**src/rtl/gardner_ted_pkg.sv**
```systemverilog
// Gardner TED shared package.
// Width helpers, saturation and parameter checks.
package gardner_ted_pkg;

  localparam int SatW = 64;

  function automatic int full_bits(
    input int il,
    input int nc
  );
    return 2 * il + 1 + $clog2(nc);
  endfunction

  function automatic int acc_bits(
    input int il,
    input int nc,
    input int avg
  );
    return full_bits(il, nc) + avg;
  endfunction

  function automatic bit params_ok(
    input int sps,
    input int il,
    input int nc,
    input int avg,
    input int ow
  );
    return (sps >= 2) && (sps % 2 == 0) &&
           (il >= 2) && (nc >= 1) &&
           (avg >= 0) && (avg <= 8) &&
           (ow >= 2) && (ow <= SatW) &&
           (acc_bits(il, nc, avg) <= SatW);
  endfunction

  // Clamp to an ow-bit signed range when ow
  // cannot hold fb bits; otherwise pass through.
  function automatic logic signed [SatW-1:0] saturate(
    input logic signed [SatW-1:0] v,
    input int                     ow,
    input int                     fb
  );
    logic signed [SatW-1:0] hi;
    logic signed [SatW-1:0] lo;
    if (ow >= fb || ow >= SatW) return v;
    hi = (64'sd1 <<< (ow - 1)) - 64'sd1;
    lo = -hi - 64'sd1;
    if (v > hi) return hi;
    if (v < lo) return lo;
    return v;
  endfunction

endpackage

```
**src/rtl/sample_delay_line.sv**
```systemverilog
// Per-channel sample delay line.
// Shifts on accepted samples; taps at Depth/2 and Depth.
module sample_delay_line #(
  parameter int Depth = 4,
  parameter int Width = 12
) (
  input  logic                    clk,
  input  logic                    rst,
  input  logic                    en,
  input  logic                    clr,
  input  logic signed [Width-1:0] din,
  output logic signed [Width-1:0] tap_half,
  output logic signed [Width-1:0] tap_full
);

  logic signed [Width-1:0] sr [Depth];

  // Shift register: sr[k] holds x[n-1-k].
  always_ff @(posedge clk) begin
    if (rst || clr) begin
      for (int k = 0; k < Depth; k++) sr[k] <= '0;
    end else if (en) begin
      sr[0] <= din;
      for (int k = 1; k < Depth; k++) sr[k] <= sr[k-1];
    end
  end

  assign tap_half = sr[Depth/2-1];
  assign tap_full = sr[Depth-1];

endmodule

```
**src/rtl/gardner_ted_avg.sv**
```systemverilog
// N-channel Gardner timing-error detector.
// Averages 2^AvgLog2 strobes, saturates, flags overruns.
module gardner_ted_avg
  import gardner_ted_pkg::*;
#(
  parameter int SamplesPerSymbol = 4,
  parameter int InputLengthBits  = 12,
  parameter int NumChannels      = 2,
  parameter int AvgLog2          = 0,
  parameter int OutputLengthBits = 26
) (
  input  logic                                   clk,
  input  logic                                   rst,
  input  logic [NumChannels*InputLengthBits-1:0] in,
  input  logic                                   in_valid,
  input  logic                                   trigger,
  input  logic                                   clear,
  output logic signed [OutputLengthBits-1:0]     out,
  output logic                                   out_valid,
  input  logic                                   out_ready,
  output logic                                   overrun
);

  localparam int IW = InputLengthBits;
  localparam int NC = NumChannels;
  localparam int FB = full_bits(IW, NC);
  localparam int AW = acc_bits(IW, NC, AvgLog2);
  localparam int CW = (AvgLog2 > 0) ? AvgLog2 : 1;
  localparam int PW = 2 * IW + 1;

  if (!params_ok(SamplesPerSymbol, IW, NC,
                 AvgLog2, OutputLengthBits)) begin : g_bad
    $error("gardner_ted_avg: illegal parameters");
  end

  logic signed [IW-1:0] x      [NC];
  logic signed [IW-1:0] tap_h  [NC];
  logic signed [IW-1:0] tap_f  [NC];
  logic signed [IW:0]   diff   [NC];
  logic signed [PW-1:0] prod   [NC];

  for (genvar c = 0; c < NC; c++) begin : g_ch
    assign x[c] = in[c*IW +: IW];

    sample_delay_line #(
      .Depth(SamplesPerSymbol),
      .Width(IW)
    ) u_dl (
      .clk     (clk),
      .rst     (rst),
      .en      (in_valid),
      .clr     (clear),
      .din     (x[c]),
      .tap_half(tap_h[c]),
      .tap_full(tap_f[c])
    );

    assign diff[c] = (IW+1)'(tap_f[c])
                   - (IW+1)'(x[c]);
    assign prod[c] = PW'(diff[c]) * PW'(tap_h[c]);
  end

  logic signed [FB-1:0] e;
  logic signed [AW-1:0] acc;
  logic signed [AW-1:0] acc_sum;
  logic signed [AW-1:0] avg;
  logic [CW-1:0]        cnt;
  logic                 strobe;
  logic                 last;
  logic                 done;
  logic signed [OutputLengthBits-1:0] res;

  // Full-precision sum of per-channel errors.
  always_comb begin
    e = '0;
    for (int c = 0; c < NC; c++) begin
      e = e + FB'(prod[c]);
    end
  end

  assign strobe  = in_valid && trigger && !clear;
  assign last    = (AvgLog2 == 0) ? 1'b1
                 : (cnt == CW'((1 << AvgLog2) - 1));
  assign done    = strobe && last;
  assign acc_sum = acc + AW'(e);
  assign avg     = acc_sum >>> AvgLog2;
  assign res     = OutputLengthBits'(
                     saturate(SatW'(avg),
                              OutputLengthBits, FB));

  // Accumulate strobes; restart after each result.
  always_ff @(posedge clk) begin
    if (rst || clear) begin
      acc <= '0;
      cnt <= '0;
    end else if (strobe) begin
      if (last) begin
        acc <= '0;
        cnt <= '0;
      end else begin
        acc <= acc_sum;
        cnt <= cnt + CW'(1);
      end
    end
  end

  // Output register with valid/ready and sticky overrun.
  always_ff @(posedge clk) begin
    if (rst) begin
      out       <= '0;
      out_valid <= 1'b0;
      overrun   <= 1'b0;
    end else if (done) begin
      out       <= res;
      out_valid <= 1'b1;
      if (out_valid && !out_ready) overrun <= 1'b1;
    end else if (out_valid && out_ready) begin
      out_valid <= 1'b0;
    end
  end

endmodule

```
**config.mk**
```make
export PLATFORM = sky130hd
export DESIGN_NAME = gardner_ted_avg
export DESIGN_NICKNAME = d
export VERILOG_FILES = /design/src/rtl/gardner_ted_pkg.sv /design/src/rtl/sample_delay_line.sv /design/src/rtl/gardner_ted_avg.sv
export SDC_FILE = /design/constraint.sdc
export NUM_CORES = 1
export LEC_CHECK = 0
export ABC_AREA = 1
export CAP_MARGIN = 20
export CORE_UTILIZATION = 67
export DETAILED_ROUTE_END_ITERATION = 12
export GPL_TIMING_DRIVEN = 0
export PLACE_DENSITY = 0.9
export SKIP_CTS_REPAIR_TIMING = 1
export SYNTH_ARGS = -nofsm -noshare
export SYNTH_HDL_FRONTEND = slang
export SYNTH_SLANG_ARGS = --single-unit
```
**constraint.sdc**
```tcl
create_clock -name clk -period 13.1 [get_ports clk]
set_input_delay 2.62 -clock clk [delete_from_list [all_inputs] [get_ports clk]]
set_output_delay 2.62 -clock clk [all_outputs]
set_load 0.02 [all_outputs]
```
==> flow_metrics.tcl, run 1 <==
set metrics [dict create \
    yosysWarnings 0 \
    r2r-end "out[25]$_SDFFE_PP0P_" \
    min_from "out_valid$_SDFFE_PP0P_" \
    clock_latency_ns 0.45 \
    synth_cells 2076 \
    num_vias 14191 \
    drv_cap 0 \
    yosysTopAreaCellShare 0.388 \
    viasPerCell 5.67 \
    cts_sinks 124 \
    overflow 0 \
    slowest_delay_ns 0.85 \
    cp_slowest_cell "fa_1" \
    postRouteWirelength_um 48800 \
    async_reset_ff_frac 0 \
    n_antenna_cell 0 \
    power_w 0.00334 \
    grtUsageTotal 0.386 \
    grt_pass1_wl_um 79600 \
    rsz0062_at_grt "no" \
    fin_nets 2647 \
    fin_skew_ns 0.0213 \
    synth_edf_count 96 \
    synth_largest_area_cell "fa_1" \
    synth.avg_cell_area_sq_um 8.65 \
    finish.utilization 0.748 \
    io_pins 58 \
    dieWidth_um 166 \
    seqCellArea_sq_um 3440 \
    violations "DRC" \
    drc 4 \
    die_h_um 166 \
    netlist_top_cells_area "fa_1, edfxtp_1, inv_1, ha_1, nor2_1" \
    gp_congestion 1.07 \
    cts_tree "done" \
    drive_gt1_frac 0.0364 \
    regToRegStartpoint "g_ch[0].u_dl.sr[0][36]$_SDFFCE_PN0P_" \
    hold-path-cell-count 2 \
    ant_nets 0 \
    maxSlewViolCount 0 \
    fin_crit_ns 10.52 \
    ys_seq_elements 124 \
    hold_path_class "register to register" \
    p_leak_nw 10.1 \
    dr.pass1.iters 10 \
    relSlewSlack 0.216 \
    port_buffers 56 \
    nFillCells 1927 \
    syn_to_final_growth_pct 9.14 \
    ir_drop_mv 0.200 \
    hold_viol_final 0 \
    num_rows 59 \
    grt_max_degree 22 \
    yosysMostFrequentCell "inv_1" \
    path_class "primary input to register" \
    netlist_area_sq_um 18000 \
    cts_buffers 17 \
    finalCritPeriodShare 0.803 \
    clkTransAtPathRegs_ns 0.06 \
    holdPathEnd "out_valid$_SDFFE_PP0P_" \
    design.core.area_sq_um 26200 \
    dp_hpwl_um 40300 \
    crit_path_start_kind "primary input" \
    endpoint_kind "register" \
    tightest_slew_ns 1.17 \
    grt_pass1_vias 15374 \
    crit_top_cell "nand2_1" \
    crit_arrival_ns 10.85 \
    rrSetupSlack_ns 4.83 \
    syn-num-nets 2567 \
    wl_per_cell_um 19.5 \
    tns_ns 0 \
    ctsLongestPathBuffers 2 \
    cp_max_fo 10 \
    synthTopCellsByCount "inv_1, fa_1, nor2_1" \
    required_ns 13.44 \
    initial_core_util 0.685 \
    multi_input_area_sq_um 12100 \
    fmax_mhz 95.1 \
    reg2regPathDepth 35 \
    setup_viol 0 \
    design.die.area_sq_um 27500 \
    antenna_found_initial 0 \
    synth-main-ff-cell "edfxtp_1" \
    first_iter_violations 1458 \
    status "finished with violations" \
    cts_root_buf "clkbuf_16" \
    power_density_nw_per_um2 170 \
    synth_seq_area_share 0.192 \
    ctsHtreeMaxLevel 4 \
    yosysUniqueCellTypes 41 \
]
-- worst max-delay path: cells and delay by family --
kind	cells	cell delay [ns]
AO/OA/AOI/OAI	2	0.43
adder cells (fa/ha/maj)	10	5.08
buffers and inverters	8	1.00
AND/OR/NAND/NOR	15	1.73
-- how the worst max path moves through the flow --
stage / start / to / slack (ns) / depth (start not counted)
floorplan: in[0] / out[25]$_SDFFE_PP0P_ / 3.69 / 33
global placement: in[12] / out[19]$_SDFFE_PP0P_ / 2.50 / 29
detailed placement: in[0] / out[25]$_SDFFE_PP0P_ / 2.26 / 35
CTS: in[0] / out[25]$_SDFFE_PP0P_ / 2.67 / 35
global route: in[0] / out[25]$_SDFFE_PP0P_ / 2.17 / 35
finish: in[0] / out[25]$_SDFFE_PP0P_ / 2.58 / 35
-- cell families after synthesis --
| group | after synthesis | share of synthesized area |
|---|---|---|
| AND/OR/NAND/NOR | 728 | 0.162 |
| AO/OA/AOI/OAI | 113 | 0.0369 |
| buffers and inverters | 630 | 0.132 |
| flip-flops | 124 | 0.192 |
| adder cells (fa/ha/maj) | 461 | 0.467 |
| XOR/XNOR | 20 | 0.0108 |
-- registers in the layout (all words and copies together), names as in the netlist --
signal        cells
g_ch.u_dl.sr     96
out              26
out_valid         1
overrun           1
-- power breakdown --
group	internal, W	leakage [nW]	total, W	switching (W)
logic	0.000856	8.47	0.00238	0.00152
clock network	0.000284	0.283	0.000497	0.000214
registers	0.000447	1.34	0.000462	0.0000151
total	0.00159	10.1	0.00334	0.00175
-- per-stage QoR --
| step | instances | setup WS, ns | hold WS [ns] | instance area [sq um] |
|---|---|---|---|---|
| floorplan | 2076 | 3.69 | 0.519 | 18000 |
| global placement | 2467 | 2.50 | 0.451 | 18900 |
| detailed placement | 2472 | 2.26 | 0.476 | 19000 |
| CTS | 2503 | 2.67 | 0.486 | 19600 |
| global route | 2503 | 2.17 | 0.520 | 19600 |
| finish | 2503 | 2.58 | 0.486 | 19600 |
-- per-layer routing --
layer,GRT usage,share of wire
met1,0.463,0.35
met2,0.619,0.47
met3,0.0975,0.10
met4,0.265,0.077
met5,0,0
-- cell usage in the layout, fill, tap and decap left out, types with 11 or more instances in the layout --
| master | n |
|---|---|
| inv_1 | 577 |
| fa_1 | 348 |
| nor2_1 | 332 |
| nand2_1 | 308 |
| ha_1 | 113 |
| edfxtp_1 | 96 |
| clkdlybuf4s50_1 | 56 |
| a21oi_1 | 47 |
| nand3_1 | 41 |
| o21ai_0 | 35 |
| dfxtp_1 | 28 |
| clkbuf_1 | 25 |
| clkbuf_16 | 17 |
| nand4_1 | 12 |
| xor2_1 | 11 |
-- final cells by class --
class	instances	share of cell area
Multi-Input combinational cell	1322	0.619
Sequential cell	124	0.176
Inverter	597	0.114
Timing Repair Buffer	61	0.0324
Clock buffer	17	0.0217
Tap cell	335	0.0214
Clock inverter	14	0.00824
Buffer	33	0.00664
Note: power is estimated with default switching activity, not from simulation.
==> inputs of run 2 (changes only) <==
--- a/config.mk
+++ b/config.mk
@@ -7,10 +7,10 @@
 export LEC_CHECK = 0
 export ABC_AREA = 1
 export CAP_MARGIN = 20
-export CORE_UTILIZATION = 67
+export CORE_UTILIZATION = 58
 export DETAILED_ROUTE_END_ITERATION = 12
 export GPL_TIMING_DRIVEN = 0
-export PLACE_DENSITY = 0.9
+export PLACE_DENSITY = 0.83
 export SKIP_CTS_REPAIR_TIMING = 1
 export SYNTH_ARGS = -nofsm -noshare
 export SYNTH_HDL_FRONTEND = slang
==> constraint.sdc (replaced) <==
create_clock -name clk -period 8.9 [get_ports clk]
set_input_delay 1.78 -clock clk [delete_from_list [all_inputs] [get_ports clk]]
set_output_delay 1.78 -clock clk [all_outputs]
set_load 0.02 [all_outputs]
==> flow_metrics.tcl, run 2 (synthesized netlist as in run 1, its figures left out) <==
set metrics [dict create \
    status "finished, final reports clean" \
    cts_sinks 124 \
    crit_top_cell "inv_1" \
    nFillCells 2374 \
    overflow 0 \
    relSlewSlack 0.511 \
    numPlacedInstances 2533 \
    cp_max_fo 9 \
    finalCritPeriodShare 0.986 \
    design.die.area_sq_um 31700 \
    ctsHtreeMaxLevel 4 \
    gp_congestion 1.00 \
    dp_slack_ns -1.09 \
    hold_path_class "register to register" \
    grt_pass1_vias 14343 \
    drc 0 \
    dp_hpwl_um 40800 \
    required_ns 9.23 \
    tns_ns 0 \
    num_rows 64 \
    setup_ws_ns 0.127 \
    cp_slowest_cell "fa_1" \
    dr.pass1.iters 5 \
    grt_max_degree 21 \
    stdcell_count 2587 \
    dieWidth_um 178 \
    fmax_mhz 114 \
    hold_ws_ns 0.480 \
    grt_pass1_wl_um 76100 \
    cts_buffers 17 \
    crit_path_start_kind "primary input" \
    reg_top3 "g_ch.u_dl.sr x96, out x26" \
    rsz0062_at_grt "yes" \
    final_common_cell "inv_1" \
    fin_crit_ns 8.77 \
    cts_root_buf "clkbuf_16" \
    largest_reg_flops 96 \
    hold-path-cell-count 2 \
    fin_nets 2669 \
    postRouteWirelength_um 49900 \
    path_class "primary input to register" \
    seqCellArea_sq_um 3440 \
    io_pins 58 \
    power_w 0.00567 \
    fin_skew_ns 0.0111 \
    clock_latency_ns 0.45 \
    crit_buf_inv 10 \
    multi_input_area_sq_um 12900 \
    tightest_slew_ns 0.733 \
    die_h_um 178 \
    power_density_nw_per_um2 275 \
    regMostFlops "g_ch.u_dl.sr" \
    ir_drop_mv 0.301 \
    antenna_found_initial 0 \
    reg2regPathDepth 33 \
    setup_viol 0 \
    ant_nets 0 \
    crit_arrival_ns 9.10 \
    drive_gt1_frac 0.112 \
    maxSlewViolCount 0 \
    syn_to_final_growth_pct 15.0 \
    design.core.area_sq_um 30500 \
    first_iter_violations 1220 \
    slowest_delay_ns 0.62 \
    initial_core_util 0.588 \
    ctsLongestPathBuffers 2 \
    crit_family "adder cells" \
    p_leak_nw 10.3 \
    cts_tree "done" \
    drv_cap 0 \
    layout_common_cells "inv_1, fa_1, nor2_1, nand2_1, edfxtp_1" \
    wl_per_cell_um 19.3 \
    n_antenna_cell 0 \
    clkTransAtPathRegs_ns 0.06 \
    num_vias 14001 \
    viasPerCell 5.41 \
    grtUsageTotal 0.329 \
    hold_viol_final 0 \
    port_buffers 56 \
    cp.depth 35 \
    endpoint_kind "register" \
]
run 2: area by class of cell:
cell class	count	area share
clock buffer	17	0.0206
inverter	597	0.110
tap	396	0.0240
timing repair buffer	83	0.0396
clock inverter	15	0.00721
multi-input combinational	1322	0.626
buffer	33	0.00630
sequential	124	0.167
run 2: stage by stage:
step                utilization  instance area, sq um
floorplan                     -                 18000
global placement          0.623                 19000
finish                    0.677                 20600
global route              0.677                 20600
CTS                       0.644                 19700
detailed placement        0.626                 19100
run 2: routing by layer:
layer  GRT usage  vias to the layer above  part of all wire
met5      0.0208                        -            0.0017
met4       0.156                        2             0.046
met3      0.0553                      135             0.072
met2       0.550                      596              0.50
met1       0.415                     7000              0.38
li1            -                     6268                 -
run 2: final timing paths:
| path | startpoint | endpoint | slack (ns) |
|---|---|---|---|
| max | in[3] | out[20]$_SDFFE_PP0P_ | 0.13 |
| min | out_valid$_SDFFE_PP0P_ | out_valid$_SDFFE_PP0P_ | 0.48 |
| max reg2reg | g_ch[0].u_dl.sr[0][36]$_SDFFCE_PN0P_ | out[25]$_SDFFE_PP0P_ | 1.40 |
| min reg2reg | out_valid$_SDFFE_PP0P_ | out_valid$_SDFFE_PP0P_ | 0.48 |
run 2: worst min-delay path: stages (launching register included):
cell     delay, ns
dfxtp_1       0.32
nand2_1       0.06
a21oi_1       0.05
run 2: report_power, final:
group          switching, W  internal [W]  leakage, nW
clock              0.000294      0.000410        0.274
sequential        0.0000230      0.000658         1.34
combinational       0.00261       0.00167         8.65
